`config.mk`:
```
export PLATFORM = sky130hd
export DESIGN_NAME = ray_hit_scheduler_flat
export DESIGN_NICKNAME = d
export VERILOG_FILES = /design/src/rtl/ray_pkg.sv /design/src/rtl/ray_hit_scheduler_if.sv /design/src/rtl/hit_min_reduce.sv /design/src/rtl/ray_hit_scheduler.sv /design/src/flat_wrapper.sv
export SDC_FILE = /design/constraint.sdc
export NUM_CORES = 1
export LEC_CHECK = 0
export CAP_MARGIN = 20
export CORE_AREA = 2 2 336 338
export CTS_BUF_LIST = sky130_fd_sc_hd__clkbuf_8
export CTS_CLUSTER_DIAMETER = 120
export DETAILED_ROUTE_END_ITERATION = 8
export DIE_AREA = 0 0 338 340
export HOLD_SLACK_MARGIN = 0.05
export PLACE_DENSITY = 0.5
export SLEW_MARGIN = 20
export SYNTH_ARGS = -nofsm -noshare
export SYNTH_HDL_FRONTEND = slang
export SYNTH_SLANG_ARGS = --single-unit
```
`constraint.sdc`:
```
create_clock -name clk -period 2.35 [get_ports clk]
set_input_delay 0.47 -clock clk [delete_from_list [all_inputs] [get_ports clk]]
set_output_delay 0.47 -clock clk [all_outputs]
set_load 0.02 [all_outputs]
```
`src/rtl/ray_pkg.sv`:
```
`default_nettype none
// ============================================================================
// Module   : ray_pkg
// Brief    : Shared widths, constants and FSM encoding for the ray hit scheduler.
// Revision : 1.0
// ============================================================================
package ray_pkg;

  localparam int Q_W   = 32;  // Q8.24 scalar
  localparam int VEC_W = 96;  // packed {z,y,x}
  localparam int ID_W  = 3;   // object / material id
  localparam int CNT_W = 4;   // counts up to 8 objects inclusive

  localparam logic [Q_W-1:0] DIST_INF = 32'h7FFF_FFFF;

  typedef enum logic [1:0] {
    ST_IDLE  = 2'd0,
    ST_ISSUE = 2'd1,
    ST_DRAIN = 2'd2,
    ST_DONE  = 2'd3
  } sched_state_e;

endpackage
`default_nettype wire

```
`src/rtl/ray_hit_scheduler_if.sv`:
```
`default_nettype none
// ============================================================================
// Module   : ray_hit_scheduler_if
// Brief    : Ray input, pipeline issue/return and closest-hit result bundle.
// Revision : 1.0
// ============================================================================
interface ray_hit_scheduler_if;
  import ray_pkg::*;

  logic             ray_in_valid;
  logic             ray_in_ready;
  logic [VEC_W-1:0] ray_in_origin;
  logic [VEC_W-1:0] ray_in_direction;

  logic             pipe_new_data;
  logic [ID_W-1:0]  pipe_obj_id;
  logic [VEC_W-1:0] pipe_ray_origin;
  logic [VEC_W-1:0] pipe_ray_direction;
  logic             pipe_output_valid;
  logic             pipe_was_hit;
  logic [Q_W-1:0]   pipe_hit_dist;
  logic [VEC_W-1:0] pipe_hit_pos;
  logic [VEC_W-1:0] pipe_hit_normal;
  logic [ID_W-1:0]  pipe_hit_mat_id;

  logic             res_valid;
  logic             res_ready;
  logic             res_hit;
  logic [Q_W-1:0]   res_dist;
  logic [VEC_W-1:0] res_pos;
  logic [VEC_W-1:0] res_normal;
  logic [ID_W-1:0]  res_mat_id;
  logic [ID_W-1:0]  res_obj_id;

  modport master (
    input  ray_in_valid, ray_in_origin, ray_in_direction,
    output ray_in_ready,
    output pipe_new_data, pipe_obj_id, pipe_ray_origin, pipe_ray_direction,
    input  pipe_output_valid, pipe_was_hit, pipe_hit_dist, pipe_hit_pos,
    input  pipe_hit_normal, pipe_hit_mat_id,
    output res_valid, res_hit, res_dist, res_pos, res_normal, res_mat_id, res_obj_id,
    input  res_ready
  );

  modport slave (
    output ray_in_valid, ray_in_origin, ray_in_direction,
    input  ray_in_ready,
    input  pipe_new_data, pipe_obj_id, pipe_ray_origin, pipe_ray_direction,
    output pipe_output_valid, pipe_was_hit, pipe_hit_dist, pipe_hit_pos,
    output pipe_hit_normal, pipe_hit_mat_id,
    input  res_valid, res_hit, res_dist, res_pos, res_normal, res_mat_id, res_obj_id,
    output res_ready
  );

endinterface
`default_nettype wire

```
`src/rtl/hit_min_reduce.sv`:
```
`default_nettype none
// ============================================================================
// Module   : hit_min_reduce
// Brief    : Registered closest-hit accumulator; optional distance floor via
//            RAY_SCHED_MIN_DIST_EN.
// Revision : 1.0
// ============================================================================
module hit_min_reduce
  import ray_pkg::*;
#(
  parameter logic [Q_W-1:0] MIN_DIST = 32'h0001_0000
) (
  input  wire logic             clk,
  input  wire logic             rst,
  input  wire logic             clear_i,
  input  wire logic             upd_valid_i,
  input  wire logic             cand_hit_i,
  input  wire logic [Q_W-1:0]   cand_dist_i,
  input  wire logic [VEC_W-1:0] cand_pos_i,
  input  wire logic [VEC_W-1:0] cand_normal_i,
  input  wire logic [ID_W-1:0]  cand_mat_i,
  input  wire logic [ID_W-1:0]  cand_obj_i,
  output logic                  best_hit_o,
  output logic [Q_W-1:0]        best_dist_o,
  output logic [VEC_W-1:0]      best_pos_o,
  output logic [VEC_W-1:0]      best_normal_o,
  output logic [ID_W-1:0]       best_mat_o,
  output logic [ID_W-1:0]       best_obj_o
);

`ifdef RAY_SCHED_MIN_DIST_EN
  localparam bit c_floor_en = 1'b1;
`else
  localparam bit c_floor_en = 1'b0;
`endif
  // With the floor disabled the most negative value makes the check vacuous.
  localparam logic [Q_W-1:0] c_floor = c_floor_en ? MIN_DIST : 32'h8000_0000;

  logic             best_hit_q;
  logic [Q_W-1:0]   best_dist_q;
  logic [VEC_W-1:0] best_pos_q;
  logic [VEC_W-1:0] best_normal_q;
  logic [ID_W-1:0]  best_mat_q;
  logic [ID_W-1:0]  best_obj_q;
  logic             take_d;

  // Strict less-than keeps the earlier (lower id) result on a tie.
  always_comb begin
    take_d = upd_valid_i && cand_hit_i
          && ($signed(cand_dist_i) >= $signed(c_floor))
          && ($signed(cand_dist_i) <  $signed(best_dist_q));
  end

  always_ff @(posedge clk) begin
    if (rst || clear_i) begin
      best_hit_q    <= 1'b0;
      best_dist_q   <= DIST_INF;
      best_pos_q    <= '0;
      best_normal_q <= '0;
      best_mat_q    <= '0;
      best_obj_q    <= '0;
    end else if (take_d) begin
      best_hit_q    <= 1'b1;
      best_dist_q   <= cand_dist_i;
      best_pos_q    <= cand_pos_i;
      best_normal_q <= cand_normal_i;
      best_mat_q    <= cand_mat_i;
      best_obj_q    <= cand_obj_i;
    end
  end

  assign best_hit_o    = best_hit_q;
  assign best_dist_o   = best_dist_q;
  assign best_pos_o    = best_pos_q;
  assign best_normal_o = best_normal_q;
  assign best_mat_o    = best_mat_q;
  assign best_obj_o    = best_obj_q;

endmodule
`default_nettype wire

```
`src/rtl/ray_hit_scheduler.sv`:
```
`default_nettype none
// ============================================================================
// Module   : ray_hit_scheduler
// Brief    : Issues one ray against NUM_OBJ objects, reduces returned results
//            to the closest hit. Option macro: RAY_SCHED_MIN_DIST_EN.
// Revision : 1.0
// ============================================================================
module ray_hit_scheduler
  import ray_pkg::*;
#(
  parameter int              NUM_OBJ  = 4,
  parameter logic [Q_W-1:0]  MIN_DIST = 32'h0001_0000
) (
  input  wire logic           clk,
  input  wire logic           rst,
  ray_hit_scheduler_if.master bus
);

  localparam logic [CNT_W-1:0] c_last = CNT_W'(NUM_OBJ);

  sched_state_e     state_q;
  logic [CNT_W-1:0] issue_cnt_q;
  logic [CNT_W-1:0] res_cnt_q;
  logic             pipe_new_data_q;
  logic [ID_W-1:0]  pipe_obj_id_q;
  logic [VEC_W-1:0] origin_q;
  logic [VEC_W-1:0] dir_q;
  logic             res_valid_q;

  logic accept_d;
  logic res_take_d;
  logic res_last_d;

  always_comb begin
    accept_d   = (state_q == ST_IDLE) && bus.ray_in_valid;
    res_take_d = ((state_q == ST_ISSUE) || (state_q == ST_DRAIN)) && bus.pipe_output_valid;
    res_last_d = res_take_d && ((res_cnt_q + CNT_W'(1)) == c_last);
  end

  always_ff @(posedge clk) begin
    if (rst) begin
      state_q         <= ST_IDLE;
      issue_cnt_q     <= '0;
      res_cnt_q       <= '0;
      pipe_new_data_q <= 1'b0;
      pipe_obj_id_q   <= '0;
      origin_q        <= '0;
      dir_q           <= '0;
      res_valid_q     <= 1'b0;
    end else begin
      if (res_take_d) begin
        res_cnt_q <= res_cnt_q + CNT_W'(1);
      end
      case (state_q)
        ST_IDLE: begin
          if (accept_d) begin
            origin_q        <= bus.ray_in_origin;
            dir_q           <= bus.ray_in_direction;
            issue_cnt_q     <= CNT_W'(1);
            res_cnt_q       <= '0;
            pipe_new_data_q <= 1'b1;
            pipe_obj_id_q   <= '0;
            state_q         <= ST_ISSUE;
          end
        end
        ST_ISSUE: begin
          // Id 0 went out on the accept edge, so issue_cnt_q is the next id.
          if (res_last_d) begin
            pipe_new_data_q <= 1'b0;
            res_valid_q     <= 1'b1;
            state_q         <= ST_DONE;
          end else if (issue_cnt_q == c_last) begin
            pipe_new_data_q <= 1'b0;
            state_q         <= ST_DRAIN;
          end else begin
            pipe_obj_id_q <= issue_cnt_q[ID_W-1:0];
            issue_cnt_q   <= issue_cnt_q + CNT_W'(1);
          end
        end
        ST_DRAIN: begin
          if (res_last_d) begin
            res_valid_q <= 1'b1;
            state_q     <= ST_DONE;
          end
        end
        ST_DONE: begin
          if (bus.res_ready) begin
            res_valid_q <= 1'b0;
            state_q     <= ST_IDLE;
          end
        end
        default: state_q <= ST_IDLE;
      endcase
    end
  end

  // Results return in issue order, so the result count is the object id.
  hit_min_reduce #(
    .MIN_DIST (MIN_DIST)
  ) u_reduce (
    .clk           (clk),
    .rst           (rst),
    .clear_i       (accept_d),
    .upd_valid_i   (res_take_d),
    .cand_hit_i    (bus.pipe_was_hit),
    .cand_dist_i   (bus.pipe_hit_dist),
    .cand_pos_i    (bus.pipe_hit_pos),
    .cand_normal_i (bus.pipe_hit_normal),
    .cand_mat_i    (bus.pipe_hit_mat_id),
    .cand_obj_i    (res_cnt_q[ID_W-1:0]),
    .best_hit_o    (bus.res_hit),
    .best_dist_o   (bus.res_dist),
    .best_pos_o    (bus.res_pos),
    .best_normal_o (bus.res_normal),
    .best_mat_o    (bus.res_mat_id),
    .best_obj_o    (bus.res_obj_id)
  );

  assign bus.ray_in_ready       = (state_q == ST_IDLE);
  assign bus.pipe_new_data      = pipe_new_data_q;
  assign bus.pipe_obj_id        = pipe_obj_id_q;
  assign bus.pipe_ray_origin    = origin_q;
  assign bus.pipe_ray_direction = dir_q;
  assign bus.res_valid          = res_valid_q;

endmodule
`default_nettype wire

```
`src/flat_wrapper.sv`:
```
// flat-port wrapper written by rule: the top's interface ports become plain ports
module ray_hit_scheduler_flat import ray_pkg::*;
#(
  parameter int              NUM_OBJ  = 4,
  parameter logic [Q_W-1:0]  MIN_DIST = 32'h0001_0000
)
  (clk, rst, bus_ray_in_valid, bus_ray_in_origin, bus_ray_in_direction, bus_ray_in_ready, bus_pipe_new_data, bus_pipe_obj_id, bus_pipe_ray_origin, bus_pipe_ray_direction, bus_pipe_output_valid, bus_pipe_was_hit, bus_pipe_hit_dist, bus_pipe_hit_pos, bus_pipe_hit_normal, bus_pipe_hit_mat_id, bus_res_valid, bus_res_hit, bus_res_dist, bus_res_pos, bus_res_normal, bus_res_mat_id, bus_res_obj_id, bus_res_ready);
  ray_hit_scheduler_if bus_i ();
  input  wire logic clk;
  input  wire logic rst;
  input wire logic [$bits(bus_i.ray_in_valid)-1:0] bus_ray_in_valid;
  input wire logic [$bits(bus_i.ray_in_origin)-1:0] bus_ray_in_origin;
  input wire logic [$bits(bus_i.ray_in_direction)-1:0] bus_ray_in_direction;
  output wire logic [$bits(bus_i.ray_in_ready)-1:0] bus_ray_in_ready;
  output wire logic [$bits(bus_i.pipe_new_data)-1:0] bus_pipe_new_data;
  output wire logic [$bits(bus_i.pipe_obj_id)-1:0] bus_pipe_obj_id;
  output wire logic [$bits(bus_i.pipe_ray_origin)-1:0] bus_pipe_ray_origin;
  output wire logic [$bits(bus_i.pipe_ray_direction)-1:0] bus_pipe_ray_direction;
  input wire logic [$bits(bus_i.pipe_output_valid)-1:0] bus_pipe_output_valid;
  input wire logic [$bits(bus_i.pipe_was_hit)-1:0] bus_pipe_was_hit;
  input wire logic [$bits(bus_i.pipe_hit_dist)-1:0] bus_pipe_hit_dist;
  input wire logic [$bits(bus_i.pipe_hit_pos)-1:0] bus_pipe_hit_pos;
  input wire logic [$bits(bus_i.pipe_hit_normal)-1:0] bus_pipe_hit_normal;
  input wire logic [$bits(bus_i.pipe_hit_mat_id)-1:0] bus_pipe_hit_mat_id;
  output wire logic [$bits(bus_i.res_valid)-1:0] bus_res_valid;
  output wire logic [$bits(bus_i.res_hit)-1:0] bus_res_hit;
  output wire logic [$bits(bus_i.res_dist)-1:0] bus_res_dist;
  output wire logic [$bits(bus_i.res_pos)-1:0] bus_res_pos;
  output wire logic [$bits(bus_i.res_normal)-1:0] bus_res_normal;
  output wire logic [$bits(bus_i.res_mat_id)-1:0] bus_res_mat_id;
  output wire logic [$bits(bus_i.res_obj_id)-1:0] bus_res_obj_id;
  input wire logic [$bits(bus_i.res_ready)-1:0] bus_res_ready;
  assign bus_i.ray_in_valid = bus_ray_in_valid;
  assign bus_i.ray_in_origin = bus_ray_in_origin;
  assign bus_i.ray_in_direction = bus_ray_in_direction;
  assign bus_ray_in_ready = bus_i.ray_in_ready;
  assign bus_pipe_new_data = bus_i.pipe_new_data;
  assign bus_pipe_obj_id = bus_i.pipe_obj_id;
  assign bus_pipe_ray_origin = bus_i.pipe_ray_origin;
  assign bus_pipe_ray_direction = bus_i.pipe_ray_direction;
  assign bus_i.pipe_output_valid = bus_pipe_output_valid;
  assign bus_i.pipe_was_hit = bus_pipe_was_hit;
  assign bus_i.pipe_hit_dist = bus_pipe_hit_dist;
  assign bus_i.pipe_hit_pos = bus_pipe_hit_pos;
  assign bus_i.pipe_hit_normal = bus_pipe_hit_normal;
  assign bus_i.pipe_hit_mat_id = bus_pipe_hit_mat_id;
  assign bus_res_valid = bus_i.res_valid;
  assign bus_res_hit = bus_i.res_hit;
  assign bus_res_dist = bus_i.res_dist;
  assign bus_res_pos = bus_i.res_pos;
  assign bus_res_normal = bus_i.res_normal;
  assign bus_res_mat_id = bus_i.res_mat_id;
  assign bus_res_obj_id = bus_i.res_obj_id;
  assign bus_i.res_ready = bus_res_ready;
  ray_hit_scheduler #(.NUM_OBJ(NUM_OBJ), .MIN_DIST(MIN_DIST)) u_core (.clk(clk), .rst(rst), .bus(bus_i));
endmodule
```
=== Word-level counts from Yosys, hierarchy flattened ===
Index checks and enable logic that the tools add are counted.

* Bitwise gates (word level): 0
* Multipliers: 0
* Equal/unequal tests: 12
* Order comparisons: 2
* Add/subtract/negate cells: 2
* Div/mod/pow operators: 0
* Mux-type cells: 24
* Shift-type cells: 0
* Reductions and logical operators: 17

{| class="wikitable"
|+ Operators with widths
! cell !! count
|-
| 32-bit greater-or-equal comparator (second input constant) || 1
|-
| 32-bit < comparator || 1
|-
| 4-bit two-way mux || 6
|-
| 2-bit two-way mux || 5
|-
| 3-bit two-way mux || 3
|-
| 4-bit by 1-bit adder with 4-bit output (second input constant) || 2
|-
| 4-bit by 3-bit equality test with 1-bit output (second input constant) || 2
|-
| 2-bit case mux with 4 select lines || 1
|-
| 4-bit case mux with 2 select lines || 1
|-
| 4-bit AND reduction || 2
|-
| 1-bit logical AND || 6
|-
| 2-bit by 1-bit inequality test with 1-bit output (second input constant) || 3
|-
| 2-bit inequality test (second input constant) || 3
|-
| 3-bit case mux with 2 select lines || 1
|-
| 3-bit AND reduction || 2
|-
| 1-bit two-way mux || 5
|-
| 2-bit equality test (second input constant) || 2
|-
| 1-bit case mux with 2 select lines || 2
|-
| 2-bit nonzero test || 2
|-
| 3-bit by 2-bit inequality test with 1-bit output (second input constant) || 1
|-
| 2-bit by 1-bit equality test with 1-bit output (second input constant) || 1
|-
| 2-bit logical NOT || 1
|-
| 1-bit logical OR || 2
|-
| 2-bit AND reduction || 1
|-
| 2-bit OR reduction || 1
|}

* Memories kept: 0
* Register bits after elaboration: 438
* Input port bits: 425
* Bits in latches: 0
* Output and inout port bits: 429
* Memory bits (read-only): 0
* RAM bits: 0
* Word-level logic and storage cells: 71

=== Depth between registers and ports, before layout ===
Gate-level depths: netlist of run 1.

* Depth in word-level cells: 6
* Mapped depth: 12
* Depth with buffers taken out: 9

=== Hierarchy ===
From an unflattened synthesis of run 1, not the netlist that was laid out.

* Cells, all modules: 1,558
* Area total of the unflattened synthesis: 15,124.5 µm²

{| class="wikitable"
|+ By module, submodules not included
! module !! seq. area each (µm²) !! area each (µm²) !! cells each !! instances
|-
| hit_min_reduce || 4,624.4 || 7,781.2 || 632 || 1
|-
| ray_hit_scheduler || 4,144.0 || 7,343.3 || 926 || 1
|}

=== Worst setup path after synthesis of run 1 ===
No wires, ideal clock.

* Path type: register to register
* Start: reg u_core.u_reduce.best_dist_q[7] (netlist: u_core.u_reduce.best_dist_o[7])
* End: reg u_core.u_reduce.best_dist_q[0] (netlist: u_core.u_reduce.best_dist_o[0])
* Path slack: -0.210 ns
* Arrival time: 2.489 ns
* Stages on the path, launching flop included: 13
* Path buffers: 3
* Period minus slack after synthesis: 2.560 ns
* Setup time: 0.072 ns
* Required time: 2.278 ns
* Cell sequence: dfxtp_1 inv_1 ha_1 and4_1 o21ai_0 or4_1 o211ai_1 a221oi_2 mux2i_1 buf_4 buf_8 buf_6 mux2i_1

* Word-level cells in the longest chain between the ends: 2

{| class="wikitable"
|+ Ends and longest elaborated chain
! item !! RTL line !! text
|-
| from (decl) || hit_min_reduce.sv:40 || <nowiki>logic [Q_W-1:0] best_dist_q;</nowiki>
|-
| from (signal assigned) || hit_min_reduce.sv:64 || <nowiki>best_dist_q <= cand_dist_i;</nowiki>
|-
| 32-bit < comparator || hit_min_reduce.sv:51 || <nowiki>&& ($signed(cand_dist_i) < $signed(best_dist_q));</nowiki>
|-
| 1-bit logical AND || hit_min_reduce.sv:51 ||
|}

No other way between the ends.
A chain may end at the register's enable or synchronous reset.

=== Final worst setup path of run 1 ===
* Start: reg u_core.u_reduce.best_dist_q[1] (netlist: u_core.u_reduce.best_dist_o[1])
* End: reg u_core.u_reduce.best_pos_q[52] (netlist: u_core.u_reduce.best_pos_o[52])

* Word-level cells in the longest chain between the ends: 2

{| class="wikitable"
|+ Ends and longest elaborated chain
! item !! RTL line !! text
|-
| 32-bit < comparator || hit_min_reduce.sv:51 ||
|-
| 1-bit logical AND || hit_min_reduce.sv:51 ||
|-
| to (signal assigned) || hit_min_reduce.sv:65 || <nowiki>best_pos_q <= cand_pos_i;</nowiki>
|-
| to (decl) || hit_min_reduce.sv:41 || <nowiki>logic [VEC_W-1:0] best_pos_q;</nowiki>
|}

No other way between the ends.

==> results of run 1 <==
## metal layers
| layer | GRT usage | vias up | wire length [µm] |
|---|---|---|---|
| li1 | - | 8574 | - |
| met2 | 0.217 | 592 | 37100 |
| met3 | 0.0481 | 142 | 6900 |
| met5 | 0 | - | 80 |
| met4 | 0.0487 | 12 | 2230 |
| met1 | 0.147 | 7755 | 31200 |
## per-stage QoR
stage          power (mW)   util  instances  setup TNS (ps)
4_1_cts              25.9  0.277       4566          -99440
3_3_place_gp         16.9  0.255       4384         -224670
6_report             25.5  0.279       4577          -91760
3_5_place_dp         16.9  0.255       4384         -229630
2_1_floorplan        12.7      -       2045          -13280
5_1_grt              27.0  0.279       4575         -126330
## flip-flops by register name, indices dropped and copies added, names as in the netlist
| register | count |
|---|---|
| u_core.res_cnt_q | 4 |
| u_core.bus.pipe_ray_origin | 96 |
| u_core.u_reduce.best_dist_o | 32 |
| u_core.bus.pipe_new_data | 1 |
| u_core.state_q | 2 |
| u_core.u_reduce.best_pos_o | 96 |
| u_core.u_reduce.best_obj_o | 3 |
| u_core.u_reduce.best_normal_o | 96 |
| u_core.bus.pipe_ray_direction | 96 |
| u_core.bus.pipe_obj_id | 3 |
| u_core.bus.res_valid | 1 |
| u_core.issue_cnt_q | 4 |
| u_core.u_reduce.best_hit_o | 1 |
| u_core.u_reduce.best_mat_o | 3 |
## power breakdown
part | leakage [nW] | internal, mW | total [mW] | switching, mW
Combinational | 6.91 | 3.87 | 8.35 | 4.48
Clock | 1.07 | 4.81 | 8.45 | 3.64
Sequential | 3.56 | 8.23 | 8.67 | 0.436
## kinds of logic (layout without fill, tap and decap cells)
family          after synthesis  after routing  synth area share
flops                       438            438             0.508
other cells                   0              8                 0
compound gates              242            242            0.0746
buf+inv                     182           1206            0.0502
mux                         232            232             0.135
xor+xnor                      3              3           0.00152
fa+ha+maj                    40             40            0.0290
simple gates                908            908             0.202
## cell usage in the layout, fill, tap and decap left out, drive strengths merged, types with 3 or more instances in the layout
cell	instances
clkinv	8
diode	8
buf	155
nor2	80
and2	5
mux2i	232
nor2b	3
nand3	6
ha	40
clkdlybuf4s50	799
dlygate4sd2	50
a211oi	5
a21oi	210
a21o	3
clkbuf	121
nand4	4
nand2b	4
dfxtp	438
nand3b	3
nand2	798
bufinv	4
o21ai	9
and4	3
inv	65
## synth_stat cells, drive strengths merged
cell and instances:
a221oi 1, nand3 6, nand3b 3, a21boi 1, nor2b 3, nor2 80
a21oi 210, inv 37, buf 28, mux2i 232, nand2b 4, o211ai 2
xor2 2, a211oi 5, ha 40, a21o 3, o21ai 9, nand4 4
a21bo 2, dfxtp 438, nand2 798, a41oi 1, o21a 2, a2111oi 1
xnor2 1, a22oi 2, o21bai 1, nor3b 1, o31ai 1, or4 1
and2 5, o221a 1, and4 3, clkbuf 117
## final cells by class
| type | count | share of cell area |
|---|---|---|
| sequential | 438 | 0.283 |
| clock inverter | 42 | 0.00986 |
| antenna | 8 | 0.000644 |
| timing repair buffer | 1012 | 0.340 |
| tap | 1500 | 0.0604 |
| clock buffer | 115 | 0.0509 |
| inverter | 37 | 0.00447 |
| multi-input combinational | 1425 | 0.251 |
## tightest hold or removal path: stages
cell,delay (ps)
sky130_fd_sc_hd__buf_6,100
sky130_fd_sc_hd__nor2_4,60
sky130_fd_sc_hd__buf_12,150
sky130_fd_sc_hd__nand2_1,80
sky130_fd_sc_hd__mux2i_1,50
## timing repair
| action | CTS | global route |
|---|---|---|
| endpoints found under the setup margin | 277 | 240 |
| pin swaps | 13 | 5 |
| setup buffers | 18 | 0 |
| gates resized for setup | 128 | 20 |
| cloned | 9 | 6 |
| endpoints found under the hold margin | 0 | 0 |
## worst max path at each step
| stage | cells past startpoint | slack (ps) | to | start |
|---|---|---|---|---|
| global placement | 10 | -1030 | u_core.u_reduce.best_normal_o[4]$_SDFFE_PP0P_ | bus_pipe_hit_dist[1] |
| floorplan | 11 | -80 | u_core.u_reduce.best_dist_o[10]$_SDFFE_PP1P_ | bus_pipe_hit_dist[7] |
| detailed placement | 10 | -1070 | u_core.u_reduce.best_normal_o[29]$_SDFFE_PP0P_ | bus_pipe_hit_dist[1] |
| CTS | 11 | -500 | u_core.u_reduce.best_normal_o[89]$_SDFFE_PP0P_ | u_core.u_reduce.best_dist_o[1]$_SDFFE_PP1P_ |
| finish | 11 | -480 | u_core.u_reduce.best_pos_o[52]$_SDFFE_PP0P_ | u_core.u_reduce.best_dist_o[1]$_SDFFE_PP1P_ |
| global route | 12 | -630 | u_core.u_reduce.best_normal_o[51]$_SDFFE_PP0P_ | u_core.u_reduce.best_dist_o[7]$_SDFFE_PP1P_ |
==> results by stage, run 1 <==
Floorplanning:
- The core region is 112000 µm².
- The horizontal extent of the die is 338 µm.
- The die is 340 µm tall.
- The die footprint is 115000 µm².
- The initial core utilization is 0.155.
- In this run the count of I/O pins placed on the die edge is 854.
- In this run the core area contains 123 standard-cell rows.

Worst setup path:
- Walking the worst path, the cells encountered are inv_2 -> ha_4 -> a2111oi_4 -> or4_1 -> o211ai_1 -> a221oi_2 -> mux2i_4 -> buf_12 -> buf_16 -> buf_16 -> mux2i_1.
- On the critical path, the stage with the largest delay is an instance of sky130_fd_sc_hd__a221oi_2.
- The internal reg-to-reg setup slack is -480 ps.
- The maximum fanout count along the critical path is 12.
- The critical path buffer and inverter count is 4.
- The launch point of the worst reg-to-reg path is u_core.u_reduce.best_dist_o[1]$_SDFFE_PP1P_.
- The startpoint kind of the worst setup timing path is a flip-flop.
- The critical path is of the reg2reg type.
- The most numerous cell type found on the critical path is sky130_fd_sc_hd__buf_16.
- In this run the critical register-to-register path is captured at u_core.u_reduce.best_pos_o[52]$_SDFFE_PP0P_.
- At the worst endpoint, the required time is approximately 3000 ps.
- The arrival time of data at the critical path endpoint is 3470 ps.
- The family of cells with the greatest summed delay on the critical path is compound AO/OA/AOI/OAI gates.
- STA classifies the critical path endpoint as a flip-flop.
- For this run, the slowest stage of the critical path takes between 300 and 400 ps.
- The count of cells along the worst register-to-register path is 11.

Finish:
- The area of all sequential standard cells is 8790 µm².
- Of the cells placed in the final design, the portion with a size suffix greater than 1 is 0.108.
- The finished cells cover 31100 µm².
- The filler cell count is 11.9k.
- From synthesis to final layout, the design area changed by 80.1%.
- At the end of the flow, the number of nets in the layout was between 3k and 4k.
- The area taken by multi-input logic gates is 7790 µm².

Synth:
- The number of warnings printed during yosys synthesis is 0.
- Summing every instance area after synthesis gives 17300 µm².
- Synthesis inferred 438 register bits.
- In this run the mean area of a mapped cell was 8.44 µm².
- The number of nets handed over by synthesis was 2510.
- Yosys attributes the largest share of cell area to sky130_fd_sc_hd__dfxtp_1 51%, sky130_fd_sc_hd__nand2_1 17%, sky130_fd_sc_hd__mux2i_1 13%.
- The sequential share of the synthesized area is 0.508.
- After technology mapping, the gate count stands at 2045.
- The area share of the leading cell type in the synthesized netlist is 0.508.
- The largest total area in the synthesized netlist belongs to sky130_fd_sc_hd__dfxtp_1.
- The synthesized netlist contains 37 unique library cells.

Timing:
- The relative slew slack is 0.441.
- The final hold slack is 255 ps.
- Between clock sinks in the finished design, the worst skew comes to 49.8 ps.
- The slew of the pin with the lowest slew margin is 839 ps.
- Static timing analysis puts the maximum clock frequency at approximately 0.35 GHz.
- Setup violations remaining at the end of the flow were counted as 231.
- Setup repair after global routing could not meet its margin everywhere.
- The number of max-slew violations in the final report came to 0.
- Subtracting the final worst setup slack from the clock period gives 2830 ps.
- Of the available clock period, the critical path in the final layout requires 1.20.
- After layout, the worst setup slack is -478 ps.
- The number of endpoints with negative hold slack in the final report was 0.

Route:
- After detailed routing, the average wire length per cell comes to 17.0 µm.
- The count of nets left with antenna violations once routing finished came out at 0.
- Before antenna repair, the detailed router went through 5 iterations.
- In the routed design, unresolved DRC markers number 0.
- After detailed routing, the total wire length is 77600 µm.
- The per-cell via count in the routed design is 3.73.
- The detailed router placed 17.1k vias in this run.
- The number of DRC markers in iteration 0 is 662.

Global route:
- The aggregate global routing overflow is 0.
- The number of antenna violations at the first check in global routing is 15.
- The via count of the first global-routing pass is 17.3k.
- The pin count of the biggest net entering global routing is 133.
- The first global-routing pass estimated 110000 µm of wire.
- Across every metal layer, demand over resource in global routing totals 0.129.

Status:
- The flow ran to the end, but the final reports show violations.
- The checks that failed: negative setup slack.

Placed design:
- The placer's final routability congestion estimate is ~0.82.
- The pre-CTS worst setup slack is -1070 ps.
- In this run the cell area measured after placement is 28400 µm².
- The HPWL after detailed placement is ~59000 µm.
- The number of port buffers is about 850.

Clocking:
- The buffer depth of the longest clock path is 3.
- After clock tree synthesis, the clock-pin slew on the worst setup and hold paths is 60 ps.
- The hold buffer count at cts is 0.
- The clock insertion delay at the later pin of the skew report is 720 ps.
- Buffers inserted during clock tree synthesis total 88.
- TritonCTS built the clock tree.
- The number of sinks driven by the clock tree is between 400 and 500.
- CTS built an H-tree with a depth of 3.
- CTS placed an instance of sky130_fd_sc_hd__clkbuf_8 at the clock tree root.

Run:
- The max-cap violation count is 0.

Min path:
- The instance count along the most critical hold path is 5.
- The min-delay analysis places its worst path in the category in2reg.
- The worst hold path endpoint is u_core.u_reduce.best_normal_o[31]$_SDFFE_PP0P_.
- The startpoint identified for the worst hold timing path is rst.

Pwr:
- The peak supply drop is approximately 0.0005 V.
- The power density relative to cell area is 819 nW/µm².
- The static leakage is 11.5 nW.
No activity file was read; power rests on OpenSTA's default activity.
==> run 2: changes to the inputs <==
--- a/config.mk
+++ b/config.mk
@@ -5,10 +5,10 @@
 export SDC_FILE = /design/constraint.sdc
 export NUM_CORES = 1
 export LEC_CHECK = 0
-export CAP_MARGIN = 20
 export CORE_AREA = 2 2 336 338
 export CTS_BUF_LIST = sky130_fd_sc_hd__clkbuf_8
 export CTS_CLUSTER_DIAMETER = 120
+export CTS_CLUSTER_SIZE = 14
 export DETAILED_ROUTE_END_ITERATION = 8
 export DIE_AREA = 0 0 338 340
 export HOLD_SLACK_MARGIN = 0.05
==> results by stage, run 2 (synthesis results as in run 1) <==
Worst setup path:
- STA classifies the critical path startpoint as a flip-flop.
- Data arrives at the worst endpoint at 3430 ps.
- Setup slack on the worst reg-to-reg path comes out at -470 ps.
- The critical path in this run is classified as reg2reg.
- The endpoint type of the worst setup path is a flip-flop.
- Of all nets on the critical path, the largest fanout is 23.
- The required time reported for the critical path endpoint is between 2000 and 3000 ps.

Finish:
- Relative to the synthesized area, the layout overhead comes to 72.1%.
- The commonest non-fill, non-tap cell in the layout is sky130_fd_sc_hd__nand2_1.
- The final instance count without filler cells is 4468.
- The net count of the finished layout is 3415.
- In the final layout, the share of cells above drive strength 1 is 0.0854.
- The library cells used most frequently in the layout, excluding fill and tap cells, are 797 x sky130_fd_sc_hd__nand2_1, 794 x sky130_fd_sc_hd__clkdlybuf4s50_1, 423 x sky130_fd_sc_hd__dfxtp_1.

Global route:
- The via count of the first global-routing pass was 16.6k.
- The pin count of the biggest net entering global routing is 133.
- The first-pass GRT wire length is roughly 110000 µm.
- In the global route stage, overall resource usage came out at 0.126.
- The aggregate global routing overflow is 0.
- The number of antenna violations at the first check in global routing came to 12.

Floorplanning:
- The initial core utilization is 0.155.
- The initialized floorplan defines 123 standard-cell rows.
- The area inside the core boundary is ~110000 µm².
- The number of top-level design ports is ~850.
- The die covers 115000 µm².
- The height of the die is 340 µm.
- The horizontal extent of the die is around 340 µm.

Min path:
- The type of the tightest min-delay check is in2reg.

Route:
- The detailed router placed 16.6k vias in this run.
- The wire length per cell is approximately 17 µm.
- The number of DRC violations after detailed routing is 0.
- The detailed router finished its first iteration with roughly 600 violations.
- The per-cell via count in the routed design is 3.73.
- The number of antenna-violating nets in the routed design is 0.
- The final routed wirelength across all metal layers is 76100 µm.
- The first detailed-routing pass took 5 iterations.

Clocking:
- The clock-pin slew on the worst setup and hold paths is 100 ps.
- The clock passes through at most 3 buffers.
- The clock root buffer is sky130_fd_sc_hd__clkbuf_8.
- The clock insertion delay at the later pin of the skew report is 680 ps.
- The number of H-tree levels is 2.
- The CTS tree is yes.
- The number of sinks driven by the clock tree is 438.
- Buffers inserted during clock tree synthesis total 41.
- The hold buffer count at cts is 0.

Timing:
- The relative slew slack is 0.444.
- The number of max-slew violations in the final report is 0.
- Setup repair after global routing could not meet its margin everywhere.
- For this run, the top clock speed supported by timing is approximately 0.35 GHz.
- Across all setup checks in the final design, the least slack found is -474 ps.
- The number of setup violations in the final report is 231.
- Between clock sinks in the finished design, the worst skew comes to 31.9 ps.
- The number of endpoints with negative hold slack in the final report came to 0.
- The slew of the pin with the lowest slew margin is 833 ps.
- The clock period minus final worst setup slack is 2820 ps.
- Dividing the final minimum period by the clock period gives 1.20.

Status:
- The checks that failed: negative setup slack.
- The run finished, with violations left.

Placed design:
- The number of port buffers is 853.
- Routability-driven placement finished with a final weighted congestion of slightly above 0.8.
- The post-detailed-placement half-perimeter wirelength is just under 60000 µm.
- Including well taps, the total number of placed cells is 4384.

Pwr:
- Cell internal power was estimated by the tool at 13.8 mW.
- The sequential fraction of design power is 0.401.
- For this design the ratio of total power to cell area is 726 nW/µm².
- The peak supply drop is 0.000482 V.
- The clock power share is 0.218.
- The part of the power in combinational logic is 0.381.
- The net switching power figure is slightly below 8 mW.
- The static leakage is around 11 nW.
- Of the total power, the share spent switching nets is 0.363.
- Overall power consumption after layout is estimated at 21.6 mW.

Run:
- Max-cap violations in this run came to 0.
run 2: cell count changes in the layout (fill, tap and decap cells not counted), moves of 3 or more:
cell                              delta
sky130_fd_sc_hd__clkdlybuf4s50_1     -5
sky130_fd_sc_hd__clkbuf_16           -5
sky130_fd_sc_hd__dlymetal6s2s_1      +3
sky130_fd_sc_hd__bufinv_16           -4
sky130_fd_sc_hd__inv_1              -27
sky130_fd_sc_hd__buf_16              -3
sky130_fd_sc_hd__clkbuf_8           -71
sky130_fd_sc_hd__clkinv_2            -7
sky130_fd_sc_hd__inv_2               +3
run 2: repair_timing:
action | 4_1_cts | 5_1_grt
setup buffers | 16 | 2
pin swaps | 15 | 2
cloned | 7 | 1
gates resized for setup | 131 | 14
setup endpoints to repair | 284 | 242
run 2: power by group through the flow:
stage                     combinational [mW]  clock [mW]  sequential [mW]
after floorplan                         3.03           0             9.70
after global placement                  8.14           0             8.79
after detailed placement                8.11           0             8.82
after CTS                               8.40        5.05             8.65
after global routing                    8.94        5.25             8.75
final                                   8.23        4.70             8.65
run 2: worst paths after layout:
kind,to,startpoint,depth (start not counted)
max,u_core.u_reduce.best_pos_o[54]$_SDFFE_PP0P_,u_core.u_reduce.best_dist_o[9]$_SDFFE_PP1P_,12
max reg2reg,u_core.u_reduce.best_pos_o[54]$_SDFFE_PP0P_,u_core.u_reduce.best_dist_o[9]$_SDFFE_PP1P_,12
min reg2reg,u_core.u_reduce.best_normal_o[56]$_SDFFE_PP0P_,u_core.u_reduce.best_normal_o[56]$_SDFFE_PP0P_,2
min,u_core.u_reduce.best_normal_o[31]$_SDFFE_PP0P_,rst,5
run 2: per-stage QoR:
step	hold WS (ps)	setup slack, ps	setup TNS (ps)	utilization	area [µm²]
2_1_floorplan	463	-76.3	-13280	-	17400
3_3_place_gp	441	-1030	-224670	0.255	28400
3_5_place_dp	446	-1070	-229630	0.255	28400
4_1_cts	184	-493	-97480	0.266	29700
5_1_grt	240	-627	-127900	0.266	29700
6_report	281	-474	-93550	0.266	29700
run 2: cell type report:
cell class	count	area (µm²)
Multi-Input combinational cell	1425	7800
Antenna cell	7	17.5
Sequential cell	438	8790
Clock inverter	10	95.1
Fill cell	12033	81900
Clock buffer	44	606
Tap cell	1500	1880
Timing Repair Buffer	1007	10400
Inverter	37	139
run 2: per-layer routing:
layer / wire length [µm] / up-vias / part of all wire / GRT usage
met5: 65 / - / 0.00085 / 0
met4: 1730 / 10 / 0.023 / 0.0354
met3: 6130 / 88 / 0.081 / 0.0402
met2: 37000 / 504 / 0.49 / 0.218
met1: 31100 / 7647 / 0.41 / 0.149
li1: - / 8397 / - / -
run 2: critical path, stage by stage, from the launching register on:
cell and delay [ps]:
sky130_fd_sc_hd__dfxtp_2 340, sky130_fd_sc_hd__inv_1 40, sky130_fd_sc_hd__ha_1 300, sky130_fd_sc_hd__a21oi_2 130
sky130_fd_sc_hd__o21ai_0 110, sky130_fd_sc_hd__a21oi_2 140, sky130_fd_sc_hd__o211ai_1 200, sky130_fd_sc_hd__a221oi_2 400
sky130_fd_sc_hd__mux2i_4 330, sky130_fd_sc_hd__buf_12 160, sky130_fd_sc_hd__buf_16 160, sky130_fd_sc_hd__buf_12 210
sky130_fd_sc_hd__mux2i_1 210
